$ cat config.mk
export PLATFORM = sky130hd
export DESIGN_NAME = microsequencer
export DESIGN_NICKNAME = d
export VERILOG_FILES = /design/src/rtl/microcode_pkg.sv /design/src/rtl/dispatch_rom.sv /design/src/rtl/microsequencer.sv
export SDC_FILE = /design/constraint.sdc
export NUM_CORES = 1
export LEC_CHECK = 0
export ABC_AREA = 1
export CAP_MARGIN = 20
export CORE_UTILIZATION = 25
export DETAILED_ROUTE_END_ITERATION = 7
export HOLD_SLACK_MARGIN = 0.05
export SLEW_MARGIN = 5
export SYNTH_ARGS = -nofsm -noshare
export SYNTH_HDL_FRONTEND = slang
export SYNTH_SLANG_ARGS = --single-unit
$ cat constraint.sdc
create_clock -name clk -period 4.5 [get_ports clk]
set_input_delay 0.675 -clock clk [delete_from_list [all_inputs] [get_ports clk]]
set_output_delay 0.675 -clock clk [all_outputs]
set_load 0.01 [all_outputs]
$ cat src/rtl/microcode_pkg.sv
// Shared constants for the multicycle MIPS microsequencer: control-state
// encodings, IR opcodes recognised by the dispatch tables and address-control codes.
package microcode_pkg;

    // Control states (index into the control ROM)
    localparam logic [3:0] FETCH   = 4'd0;
    localparam logic [3:0] DECODE  = 4'd1;
    localparam logic [3:0] MEMADR  = 4'd2;
    localparam logic [3:0] MEMRD   = 4'd3;
    localparam logic [3:0] MEMWB   = 4'd4;
    localparam logic [3:0] MEMWR   = 4'd5;
    localparam logic [3:0] RTYPEEX = 4'd6;
    localparam logic [3:0] RTYPEWB = 4'd7;
    localparam logic [3:0] BEQEX   = 4'd8;
    localparam logic [3:0] JEX     = 4'd9;

    // Highest legal state; sequencing past it is an error
    localparam logic [3:0] LAST_STATE = JEX;

    // IR[31:26] opcodes
    localparam logic [5:0] OP_RTYPE = 6'h00;
    localparam logic [5:0] OP_LW    = 6'h23;
    localparam logic [5:0] OP_SW    = 6'h2B;
    localparam logic [5:0] OP_BEQ   = 6'h04;
    localparam logic [5:0] OP_J     = 6'h02;

    // Next-address select codes
    localparam logic [1:0] AC_SEQ   = 2'b00;
    localparam logic [1:0] AC_DISP1 = 2'b01;
    localparam logic [1:0] AC_DISP2 = 2'b10;
    localparam logic [1:0] AC_FETCH = 2'b11;

endpackage

$ cat src/rtl/dispatch_rom.sv
// Combinational opcode dispatch tables. sel=0 selects the DECODE table (DISP1),
// sel=1 the memory-address table (DISP2). valid=0 flags an unrecognised opcode.
module dispatch_rom
    import microcode_pkg::*;
(
    input  logic [5:0] opcode,
    input  logic       sel,
    output logic [3:0] target,
    output logic       valid
);

    // Table lookup; unmatched opcodes fall through to FETCH with valid low
    always_comb begin
        target = FETCH;
        valid  = 1'b0;
        if (!sel) begin
            case (opcode)
                OP_RTYPE: begin target = RTYPEEX; valid = 1'b1; end
                OP_LW:    begin target = MEMADR;  valid = 1'b1; end
                OP_SW:    begin target = MEMADR;  valid = 1'b1; end
                OP_BEQ:   begin target = BEQEX;   valid = 1'b1; end
                OP_J:     begin target = JEX;     valid = 1'b1; end
                default:  ;
            endcase
        end else begin
            case (opcode)
                OP_LW:    begin target = MEMRD;   valid = 1'b1; end
                OP_SW:    begin target = MEMWR;   valid = 1'b1; end
                default:  ;
            endcase
        end
    end

endmodule

$ cat src/rtl/microsequencer.sv
// Next-state engine for the multicycle MIPS control unit: sequential increment,
// opcode dispatch, return-to-fetch, stall, illegal-opcode pulse and retire counter.
module microsequencer
    import microcode_pkg::*;
#(
    parameter int unsigned COUNT_W = 32
) (
    input  logic               clk,
    input  logic               reset,
    input  logic [1:0]         addrctl,
    input  logic [5:0]         opcode,
    input  logic               hold,
    output logic [3:0]         state,
    output logic               instr_done,
    output logic               illegal_op,
    output logic [COUNT_W-1:0] retired
);

    logic [3:0]         state_d;
    logic               done_d;
    logic               illegal_d;
    logic [COUNT_W-1:0] retired_d;
    logic [3:0]         rom_target;
    logic               rom_valid;
    logic [4:0]         seq_next;

    // Extra bit so state+1 from 15 cannot alias back into the legal range
    assign seq_next = {1'b0, state} + 5'd1;

    dispatch_rom u_dispatch_rom (
        .opcode (opcode),
        .sel    (addrctl == AC_DISP2),
        .target (rom_target),
        .valid  (rom_valid)
    );

    // Next-state, pulse and counter update; hold keeps the defaults (freeze, no pulses)
    always_comb begin
        state_d   = state;
        done_d    = 1'b0;
        illegal_d = 1'b0;
        retired_d = retired;
        if (!hold) begin
            case (addrctl)
                AC_SEQ: begin
                    if (seq_next > {1'b0, LAST_STATE}) begin
                        state_d   = FETCH;
                        illegal_d = 1'b1;
                    end else begin
                        state_d = seq_next[3:0];
                    end
                end
                AC_DISP1, AC_DISP2: begin
                    if (rom_valid) begin
                        state_d = rom_target;
                    end else begin
                        state_d   = FETCH;
                        illegal_d = 1'b1;
                    end
                end
                AC_FETCH: begin
                    state_d = FETCH;
                    // Returning to FETCH from elsewhere completes an instruction
                    if (state != FETCH) begin
                        done_d    = 1'b1;
                        retired_d = retired + COUNT_W'(1);
                    end
                end
                default: ;
            endcase
        end
    end

    // Registered state, pulses and counter with synchronous reset
    always_ff @(posedge clk) begin
        if (reset) begin
            state      <= FETCH;
            instr_done <= 1'b0;
            illegal_op <= 1'b0;
            retired    <= '0;
        end else begin
            state      <= state_d;
            instr_done <= done_d;
            illegal_op <= illegal_d;
            retired    <= retired_d;
        end
    end

endmodule

Word level (Yosys, flattened, before mapping)
Cells that the tools add are included.
{"block": "totals", "wordCells": 38, "register_bits": 38}
{"block": "op_classes", "mux": 13, "magnitude_cmp": 1, "bitwise": 2, "addsub": 2, "n_reduce_logical": 9, "n_eq_ne": 7}
{"cell": "32-bit by 1-bit adder with 32-bit output, second input constant", "n": 1}
{"cell": "4-bit one-hot mux with 4 select lines", "n": 1}
{"cell": "6-bit == test, second input constant", "n": 2}
{"cell": "4-bit two-way mux", "n": 3}
{"cell": "4-bit one-hot mux with 3 select lines", "n": 1}
{"cell": "6-bit by 2-bit == test with 1-bit output, second input constant", "n": 1}
{"cell": "6-bit by 3-bit == test with 1-bit output, second input constant", "n": 1}
{"cell": "6-bit zero test", "n": 1}
{"cell": "1-bit two-way mux", "n": 6}
{"cell": "3-bit one-hot mux with 2 select lines", "n": 1}
{"cell": "2-bit OR reduction", "n": 3}
{"cell": "4-bit by 1-bit adder with 5-bit output, second input constant", "n": 1}
{"cell": "5-bit by 4-bit greater-than comparator with 1-bit output, second input constant", "n": 1}
{"cell": "5-bit OR reduction", "n": 1}
{"cell": "2-bit == test, second input constant", "n": 2}
{"cell": "4-bit nonzero test", "n": 1}
{"cell": "3-bit AND reduction", "n": 1}
{"cell": "3-bit OR reduction", "n": 1}
{"cell": "2-bit by 1-bit == test with 1-bit output, second input constant", "n": 1}
{"cell": "2-bit zero test", "n": 1}
{"cell": "1-bit NOT", "n": 2}
{"cell": "1-bit one-hot mux with 2 select lines", "n": 1}

Depth between registers and ports, before layout
{"block": "logic_depth", "ltp_word": 6, "mapped_depth": 10, "ltp_nobuf": 10}

Hierarchy
From an unflattened synthesis, not the netlist that was laid out.
{"block": "hier_totals", "hier_cells": 364, "hier_area_um2": 2358.5}
{"module": "microsequencer", "area_per_inst_um2": 2224.6, "seq_area_each_um2": 760.7, "n_inst": 1, "cells_each": 330}
{"module": "dispatch_rom", "area_per_inst_um2": 133.9, "seq_area_each_um2": 0.0, "n_inst": 1, "cells_each": 34}

Worst setup path after synthesis
OpenSTA, ideal clock, no wires.
{"block": "synth_timing", "path_type": "input port to flip-flop", "start": "in addrctl[0]", "end": "reg retired[19]", "arrival_ns": 1.529, "required_ns": 4.385, "path_buffers": 0, "slack_ns": 2.856, "path_stages": 8, "cell_sequence": "ha_1 nand2_1 a21oi_1 nand4_2 nor2_4 nand3_1 nand2_1 nor2_1"}
{"block": "synth_between", "elab_chain_len": 2}
{"element": "from (decl)", "line": "microsequencer.sv:10", "rtl": "input logic [1:0] addrctl,"}
{"element": "2-bit == test", "line": "microsequencer.sv:44", "rtl": "case (addrctl)"}
{"element": "3-bit AND reduction (no line)"}
{"element": "to (signal assigned)", "line": "microsequencer.sv:85", "rtl": "retired <= retired_d;"}
{"element": "to (decl)", "line": "microsequencer.sv:16", "rtl": "output logic [COUNT_W-1:0] retired"}
Every way passes these cells.
A chain may end at the register's enable or synchronous reset.

Worst setup path after layout
{"block": "layout_timing", "start": "in addrctl[1]", "end": "reg retired[23]"}
Same word-level chain as after synthesis.

==> reports/results.ini <==
[place]
dp.cells = 577
hpwlAfterDp_um = 5080
gp_congestion = 0.827
port_buffers = 48

[pwr]
p_per_area_mw_per_mm2 = 207
fin_total_pwr_w = 0.000657
p_leak_nw = 1.16
vdd_drop_max_v = 0.0000986

[synthesis]
yosys-top-cells-count = 128 x nand2_1, 76 x nor2_1, 45 x inv_1, 38 x dfxtp_1
synth_xor_area_share_pct = 2.14
syn_area_per_cell_um2 = 6.08
yosysSeqAreaShare_pct = 30.9
synthDominantCellAreaShare_pct = 30.9
synth_top_family_by_area = simple AND/OR/NAND/NOR gates
yosysMostFrequentCell = nand2_1
synth_top_cell_by_area = dfxtp_1
synth_compound_area_share_pct = 7.68
yosys-mux-area-fraction_pct = 0
synthTopCellsByArea = dfxtp_1 31%, nand2_1 20%, nor2_1 12%
synthCells = 405
synth_cell_type_count = 27
synth_ff_type = dfxtp_1
ys_warn_count = 0
synthArstFlopShare_pct = 0
synth_area_mm2 = 0.00246
synth_edf_count = 0
synth-seq-cells = 38
synthAdderAreaFrac_pct = 4.07
synth_fp_nets = 424
synth-simple-area-share_pct = 47.2

[cts]
cts_root_buf = clkbuf_8
numCtsBuffers = 5
h-tree-depth = 2
tritoncts = built
hold_buffers = 0
clk_path_buf_depth = 2
worstSkewPairLatency_ps = 300
post_cts_buffers = 0
clk_pin_slew_ps = 70
ctsResizeCount = 0
clock-sinks = 38

[route]
drc_errors = 0
ant_nets = 0
routedWlPerCell_um = 11.2
vias_per_cell = 4.50
wirelength_um = 6540
dr.pass1.iters = 5
drt-initial-drc-count = 168
num_vias = 2631

[die]
die_area_mm2 = 0.0102
fp.dieH_um = 101
rows = 35
die_x_um = 101
core_area_mm2 = 0.00937
ioPinCount = 49
initial_core_util_pct = 26.3

[global_route]
grt_first_pass_wirelength_um = 10800
gr-total-overflow = 0
first_global_vias = 2442
antenna_found_initial = 0
grt_usage_pct = 13.4
grt_max_degree = 22

[sta]
slew_violations = 0
whs_ps = 508
period_share_pct = 60.6
min_period_ps = 2730
fmax_mhz = 367
fin_setup_tns_ps = 0
hold_viol = 0
worstMarginPinSlew_ps = 937
rsz0062_at_grt = false
fin_skew_ps = 5.22
max-slew-margin-rel_pct = 37.5
setup_viol = 0

[finish]
synthToLayoutAreaGrowth_pct = 28.9
multiInputGateArea_mm2 = 0.00150
fin_cells = 585
register_area_um2 = 761
insertedDiodeCount = 0
final_layout_size_suffix_gt1_share_pct = 6.80
fin_nets = 474
nFillCells = 1066
final_util_pct = 33.9

[critical_path]
crit_path_max_fanout = 11
cpMostUsedCell = nand2_1
slowest_stage = a21oi_1
crit_type = primary input to flip-flop
crit_chain = clkdlybuf4s50_1, ha_1, nand2_1, a21oi_1, nand4_2, nor2_4, nand3_1, nand2_1, nor2_1
slowest_delay_ps = 730
worstSetupEndpointType = flip-flop
rr_worst_depth = 8
crit_arrival_ps = 2920
path_delay_family = simple AND/OR/NAND/NOR gates
required_ps = 4690
crit_buf_inv = 1
cp.depth = 9
cp-start-kind = primary input

[hold_path]
hold_path_class = flip-flop to flip-flop
holdPathStages = 2

[run_status]
status = completed

[job]
drv_cap = 0

[final timing paths]
kind                from           to  slack [ps]
max           addrctl[1]  retired[23]        1770
min          retired[31]  retired[31]         510
max reg2reg     state[0]  retired[23]        2130
min reg2reg  retired[31]  retired[31]         510
[worst reg2reg max path, stage by stage (launching register included)]
cell	delay, ps
dfxtp_1	410
inv_1	130
ha_1	240
a21oi_1	750
nand4_2	290
nor2_4	230
nand3_1	90
nand2_1	70
nor2_1	50
[stage by stage]
step | area [um2] | worst slack (ps)
after detailed placement | 3080 | 1460
after global routing | 3170 | 1520
after global placement | 3080 | 1520
after CTS | 3170 | 1780
after floorplan | 2460 | 2860
final | 3170 | 1770
[cell usage in the layout, fill, tap and decap left out]
cell,netlist,layout
a21oi_1,23,23
a31oi_1,1,1
and3_1,1,1
clkbuf_1,3,1
clkbuf_8,0,6
clkdlybuf4s50_1,0,48
clkinv_2,0,1
dfxtp_1,38,38
ha_1,8,8
inv_1,45,45
inv_2,2,2
nand2_1,128,128
nand2_2,6,6
nand3_1,23,23
nand3_4,1,1
nand4_1,13,13
nand4_2,1,1
nor2_1,76,76
nor2_2,7,7
nor2_4,3,3
nor3_1,1,1
nor3_2,2,2
nor3_4,1,1
o21ai_0,11,11
o21ai_1,1,1
o21bai_1,1,1
or2_2,1,1
xnor2_1,3,3
xor2_1,3,3
[power breakdown]
| group | internal, W | switching [W] |
|---|---|---|
| clock | 0.000124 | 0.000122 |
| sequential | 0.000340 | 0.00000533 |
| combinational | 0.0000284 | 0.0000374 |
| total | 0.000492 | 0.000165 |
[area by class of cell]
cell class,count,area share (%)
tap,129,5.09
clock buffer,7,2.72
inverter,47,5.56
sequential,38,24.0
clock inverter,1,0.158
multi-input combinational,315,47.4
timing repair buffer,48,15.1
[layer usage]
metal  GRT usage [%]  vias up  wire (um)
li1                -     1381          -
met1            15.9     1180       3010
met2            23.8       58       3100
met3            2.00       12        274
met4            6.02        0        151
met5               0        -          0
[cells by family (layout without fill, tap and decap cells)]
| group | after synthesis | after routing |
|---|---|---|
| buffers and inverters | 52 | 103 |
| AO/OA/AOI/OAI | 37 | 37 |
| adder cells (fa/ha/maj) | 8 | 8 |
| XOR/XNOR | 6 | 6 |
| AND/OR/NAND/NOR | 264 | 264 |
| flip-flops | 38 | 38 |
[state kept, by name, indices dropped and copies added (netlist names)]
register    count
illegal_op      1
instr_done      1
retired        32
state           4
No activity file was read; power rests on OpenSTA's default activity.
